### config.mk
export PLATFORM = sky130hd
export DESIGN_NAME = spike_scanner
export DESIGN_NICKNAME = d
export VERILOG_FILES = /design/src/rtl/snn_pkg.sv /design/src/rtl/prio_enc_lsb.sv /design/src/rtl/spike_scanner.sv
export SDC_FILE = /design/constraint.sdc
export NUM_CORES = 1
export LEC_CHECK = 0
export CAP_MARGIN = 0
export CORE_ASPECT_RATIO = 1.4
export CORE_MARGIN = 2
export CORE_UTILIZATION = 25
export CTS_CLUSTER_SIZE = 24
export DETAILED_ROUTE_END_ITERATION = 7
export REMOVE_ABC_BUFFERS = 1
export SYNTH_ARGS = -nofsm -noshare
export SYNTH_HDL_FRONTEND = slang
export SYNTH_SLANG_ARGS = --single-unit
### constraint.sdc
create_clock -name wb_clk_i -period 10.9 [get_ports wb_clk_i]
set_clock_uncertainty 0.1 [all_clocks]
set_input_delay 1.635 -clock wb_clk_i [delete_from_list [all_inputs] [get_ports wb_clk_i]]
set_output_delay 1.635 -clock wb_clk_i [all_outputs]
set_load 0.02 [all_outputs]
### src/rtl/snn_pkg.sv
// Shared constants and state encoding for the spike scanner slice.
// Sized for a 256-axon crossbar input row.
package snn_pkg;

    localparam int NUM_AXONS  = 256;
    localparam int AXON_IDX_W = $clog2(NUM_AXONS);

    typedef enum logic [1:0] {
        ST_IDLE,
        ST_SCAN,
        ST_EMIT,
        ST_DONE
    } scan_state_e;

endpackage

### src/rtl/prio_enc_lsb.sv
// Combinational lowest-set-bit encoder.
// idx is zero and any_o is low when vec is all zeros.
module prio_enc_lsb #(
    parameter int NUM_AXONS  = snn_pkg::NUM_AXONS,
    parameter int AXON_IDX_W = snn_pkg::AXON_IDX_W
) (
    input  logic [NUM_AXONS-1:0]  vec,
    output logic [AXON_IDX_W-1:0] idx,
    output logic                  any_o
);

    always_comb begin
        idx   = '0;
        any_o = |vec;
        // Walk downward so the lowest set bit is the last write.
        for (int i = NUM_AXONS - 1; i >= 0; i--) begin
            if (vec[i]) begin
                idx = AXON_IDX_W'(i);
            end
        end
    end

endmodule

### src/rtl/spike_scanner.sv
// Snapshots a spike vector and emits set-bit indices in ascending order.
// Optional abort_i port is added when SPIKE_SCANNER_ABORT_EN is defined.
module spike_scanner #(
    parameter int NUM_AXONS  = snn_pkg::NUM_AXONS,
    parameter int AXON_IDX_W = snn_pkg::AXON_IDX_W
) (
    input  logic                  wb_clk_i,
    input  logic                  wb_rst_i,
    input  logic                  start_i,
    input  logic [NUM_AXONS-1:0]  spike_axon_i,
    output logic [AXON_IDX_W-1:0] axon_idx_o,
    output logic                  axon_valid_o,
    input  logic                  axon_ready_i,
    output logic                  busy_o,
    output logic                  done_o,
    output logic [AXON_IDX_W:0]   spike_count_o
`ifdef SPIKE_SCANNER_ABORT_EN
    ,
    input  logic                  abort_i
`endif
);

    import snn_pkg::*;

    scan_state_e             state_q, state_d;
    logic [NUM_AXONS-1:0]    shadow_q, shadow_d;
    logic [AXON_IDX_W-1:0]   idx_q, idx_d;
    logic                    valid_q, valid_d;
    logic                    done_q, done_d;
    logic [AXON_IDX_W:0]     count_q, count_d;

    logic [AXON_IDX_W-1:0]   enc_idx;
    logic                    enc_any;

    prio_enc_lsb #(
        .NUM_AXONS  (NUM_AXONS),
        .AXON_IDX_W (AXON_IDX_W)
    ) u_enc (
        .vec   (shadow_q),
        .idx   (enc_idx),
        .any_o (enc_any)
    );

    always_comb begin
        state_d  = state_q;
        shadow_d = shadow_q;
        idx_d    = idx_q;
        valid_d  = valid_q;
        done_d   = 1'b0;
        count_d  = count_q;

        case (state_q)
            ST_IDLE: begin
                if (start_i) begin
                    shadow_d = spike_axon_i;
                    count_d  = '0;
                    state_d  = ST_SCAN;
                end
            end
            ST_SCAN: begin
                if (!enc_any) begin
                    done_d  = 1'b1;
                    state_d = ST_DONE;
                end else begin
                    idx_d   = enc_idx;
                    valid_d = 1'b1;
                    state_d = ST_EMIT;
                end
            end
            ST_EMIT: begin
                if (axon_ready_i) begin
                    shadow_d[idx_q] = 1'b0;
                    count_d         = count_q + 1'b1;
                    valid_d         = 1'b0;
                    state_d         = ST_SCAN;
                end
            end
            ST_DONE: begin
                state_d = ST_IDLE;
            end
            default: begin
                state_d = ST_IDLE;
                valid_d = 1'b0;
            end
        endcase

`ifdef SPIKE_SCANNER_ABORT_EN
        // Abort keeps the accepted count so software can see progress.
        if (abort_i && (state_q != ST_IDLE)) begin
            state_d  = ST_IDLE;
            shadow_d = '0;
            valid_d  = 1'b0;
            done_d   = 1'b0;
            count_d  = count_q;
        end
`endif
    end

    always_ff @(posedge wb_clk_i or posedge wb_rst_i) begin
        if (wb_rst_i) begin
            state_q  <= ST_IDLE;
            shadow_q <= '0;
            idx_q    <= '0;
            valid_q  <= 1'b0;
            done_q   <= 1'b0;
            count_q  <= '0;
        end else begin
            state_q  <= state_d;
            shadow_q <= shadow_d;
            idx_q    <= idx_d;
            valid_q  <= valid_d;
            done_q   <= done_d;
            count_q  <= count_d;
        end
    end

    assign axon_idx_o    = idx_q;
    assign axon_valid_o  = valid_q;
    assign done_o        = done_q;
    assign spike_count_o = count_q;
    assign busy_o        = (state_q != ST_IDLE);

endmodule
==> out/results.txt <==
WHS = 392 ps
# DRC = 0
Top cells by count, synth = nor2_1, dfrtp_1, a21oi_1
GP Congestion = 0.916
Slew Viols, Final = 0
Relative slew slack = 10.7%
Warnings from Yosys = 0
Largest net degree at the start of global routing = 275
Largest cells by area after synthesis = dfrtp_1, a21oi_1, nor2_1, o21ai_0, nand3_1
Synth area leader = dfrtp_1
Num CTS Buffers = 29
Placed cell area = 19800 um^2
Final setup viols = 0
First-pass GRT wire length = 107 mm
Nets = 2530
Clock sink count = 277
IO Pins = 280
Routed via count = 17.4k
Drt total wl = 73.8 mm
Fmax = 244 MHz
Count of state elements after synthesis = 277
H-tree levels = 1
CTS tree = built
CTS Hold Buffers Added = 0
Antenna-violating nets left = 0
Hold Violations, Final = 0
Max-Cap Viols = 0
Die ar. = 66600 um^2
Pwr per Cell Area = 251 nW/um^2
Vias/cell = 5.55
Area delta synth->final = 29.2%
Initial antenna violation count = 9
Clk_lat worst skew = 580 ps
Cells after synthesis = 2072
Hold Path Class = reg -> reg
GRT Residual Overflow = 0
Post-DP HPWL = 53.6 mm
Mean post-synth cell area = 7.79 um^2
Synth top area share = 42.9%
Total track usage = 21.4%
Share of cells above drive strength 1 = 5.33%
CTS clk-pin slew, worst paths = 60 ps
Top-count cell post-synth = nor2_1
Core footprint = 64100 um^2
CTS root buf = clkbuf_16
Reg2Reg Launch Point = state_q[0]
Run status = completed
Prevailing post-synth register cell = dfrtp_1
Post-synthesis sequential area ratio = 42.9%
Final WS setup = 6800 ps
Setup TNS = 0 ps
Worst-Margin Slew = 1340 ps
Post-route design area = 20900 um^2
Final Critical Period = 4100 ps
Crit Path Class = in -> reg
Row count = 110
Cell area after synthesis = 16100 um^2
CP max FO = 101
Cts repair resizes = 0
Vias in the first global route = 17.0k
Crit path capture type = flip-flop
DR WL/cell = 23.6 um
Number of synthesized flops with an enable pin = 0
CP required = 11160 ps
Starting DRT DRC Count = 1915
RSZ-0062 raised after global routing = false
Clock Tree Buf Depth = 3
CP startpoint = start_i
Kind of start point of the critical path = input pin
Ys async rst share = 100%
Hold Startpoint = axon_valid_o
Tcrit/Tclk final = 37.6%
Critical Path AT = 4360 ps
Worst vdd ir = 0.000159 V
Die X = 219 um
Count of input and output buffers = 279
DRT Pass-1 Iters = 5
Pre-CTS WS = 6300 ps
Die height = 305 um
Post-CTS setup buffers = 0
Initial cell density of the core = 25.2%
Netlist cell types = 65
P_leak = 0.00732 uW
-- power by group --
group | internal (uW) | total, uW | switching (uW)
clock network | 704 | 1150 | 446
logic | 683 | 1920 | 1240
registers | 1520 | 2170 | 646
total | 2910 | 5240 | 2330
-- routing by layer --
layer	global-route usage [%]	wire [um]
met1	25.3	27600
met2	35.4	35200
met3	4.28	5890
met4	13.1	5000
met5	0	101
-- worst paths after layout --
path	end	slack, ps	cells past startpoint
max	shadow_q[225]	6800	6
min	axon_valid_o	390	2
max reg2reg	shadow_q[225]	7380	6
min reg2reg	axon_valid_o	390	2
max in group asynchronous	shadow_q[251]	7630	3
min in group asynchronous	shadow_q[162]	1520	2
-- flip-flops by register name, summed over array words and instances, names as in the netlist --
name / cells
spike_count_o: 9
state_q: 2
axon_idx_o: 8
done_o: 1
shadow_q: 256
axon_valid_o: 1
-- critical path: stages --
cell and delay [ps]:
clkdlybuf4s50_1 500, nand2_2 50, buf_4 340, nand2_4 570, buf_4 920, a22oi_1 150
-- cell families (layout without fill, tap and decap cells) --
family,Yosys count,after routing,synth area share (%)
adder cells (fa/ha/maj),1,1,0.0775
AND/OR/NAND/NOR,853,853,25.7
buffers and inverters,202,420,4.81
other,0,1,0
XOR/XNOR,5,5,0.271
multiplexers,1,1,0.0620
AO/OA/AOI/OAI,733,733,26.2
flip-flops,277,277,42.9
-- stage by stage --
stage	power [uW]	instances	util (%)
2_1_floorplan	3380	1924	-
3_3_place_gp	3980	3078	30.8
3_5_place_dp	4060	3078	30.8
4_1_cts	5220	3130	32.5
5_1_grt	5580	3130	32.5
6_report	5240	3131	32.5
-- cell usage in the layout (no fill, tap or decap), types with 5 or more instances in the layout --
cell / n
o21bai_1: 8
or3_1: 5
clkdlybuf4s50_1: 279
nand4_1: 29
a31oi_1: 8
nor2b_1: 15
inv_1: 53
o21a_1: 11
xor2_1: 5
nand2_1: 57
or4_1: 7
nor3_2: 9
o41ai_1: 5
o22ai_1: 64
nand3_1: 219
a2111oi_0: 8
nand2b_1: 21
dfrtp_1: 277
nor4_2: 9
o21ai_0: 236
clkbuf_16: 29
a22oi_1: 47
buf_4: 33
o211ai_1: 6
o2111ai_1: 5
bufinv_16: 8
a21oi_1: 268
o31ai_1: 26
nor2_1: 344
a21o_1: 5
nor3_1: 40
nor4_1: 79
-- area by class of cell --
class                           count  area, um^2
Sequential cell                   277        6930
Multi-Input combinational cell   1593        8510
Tap cell                          840        1050
Clock inverter                     15         285
Timing Repair Buffer              314        3080
Inverter                           54         210
Clock buffer                       37         796
Fill cell                        6834       43300
Antenna cell                        1        2.50
Power figures use the tool's default switching activity.
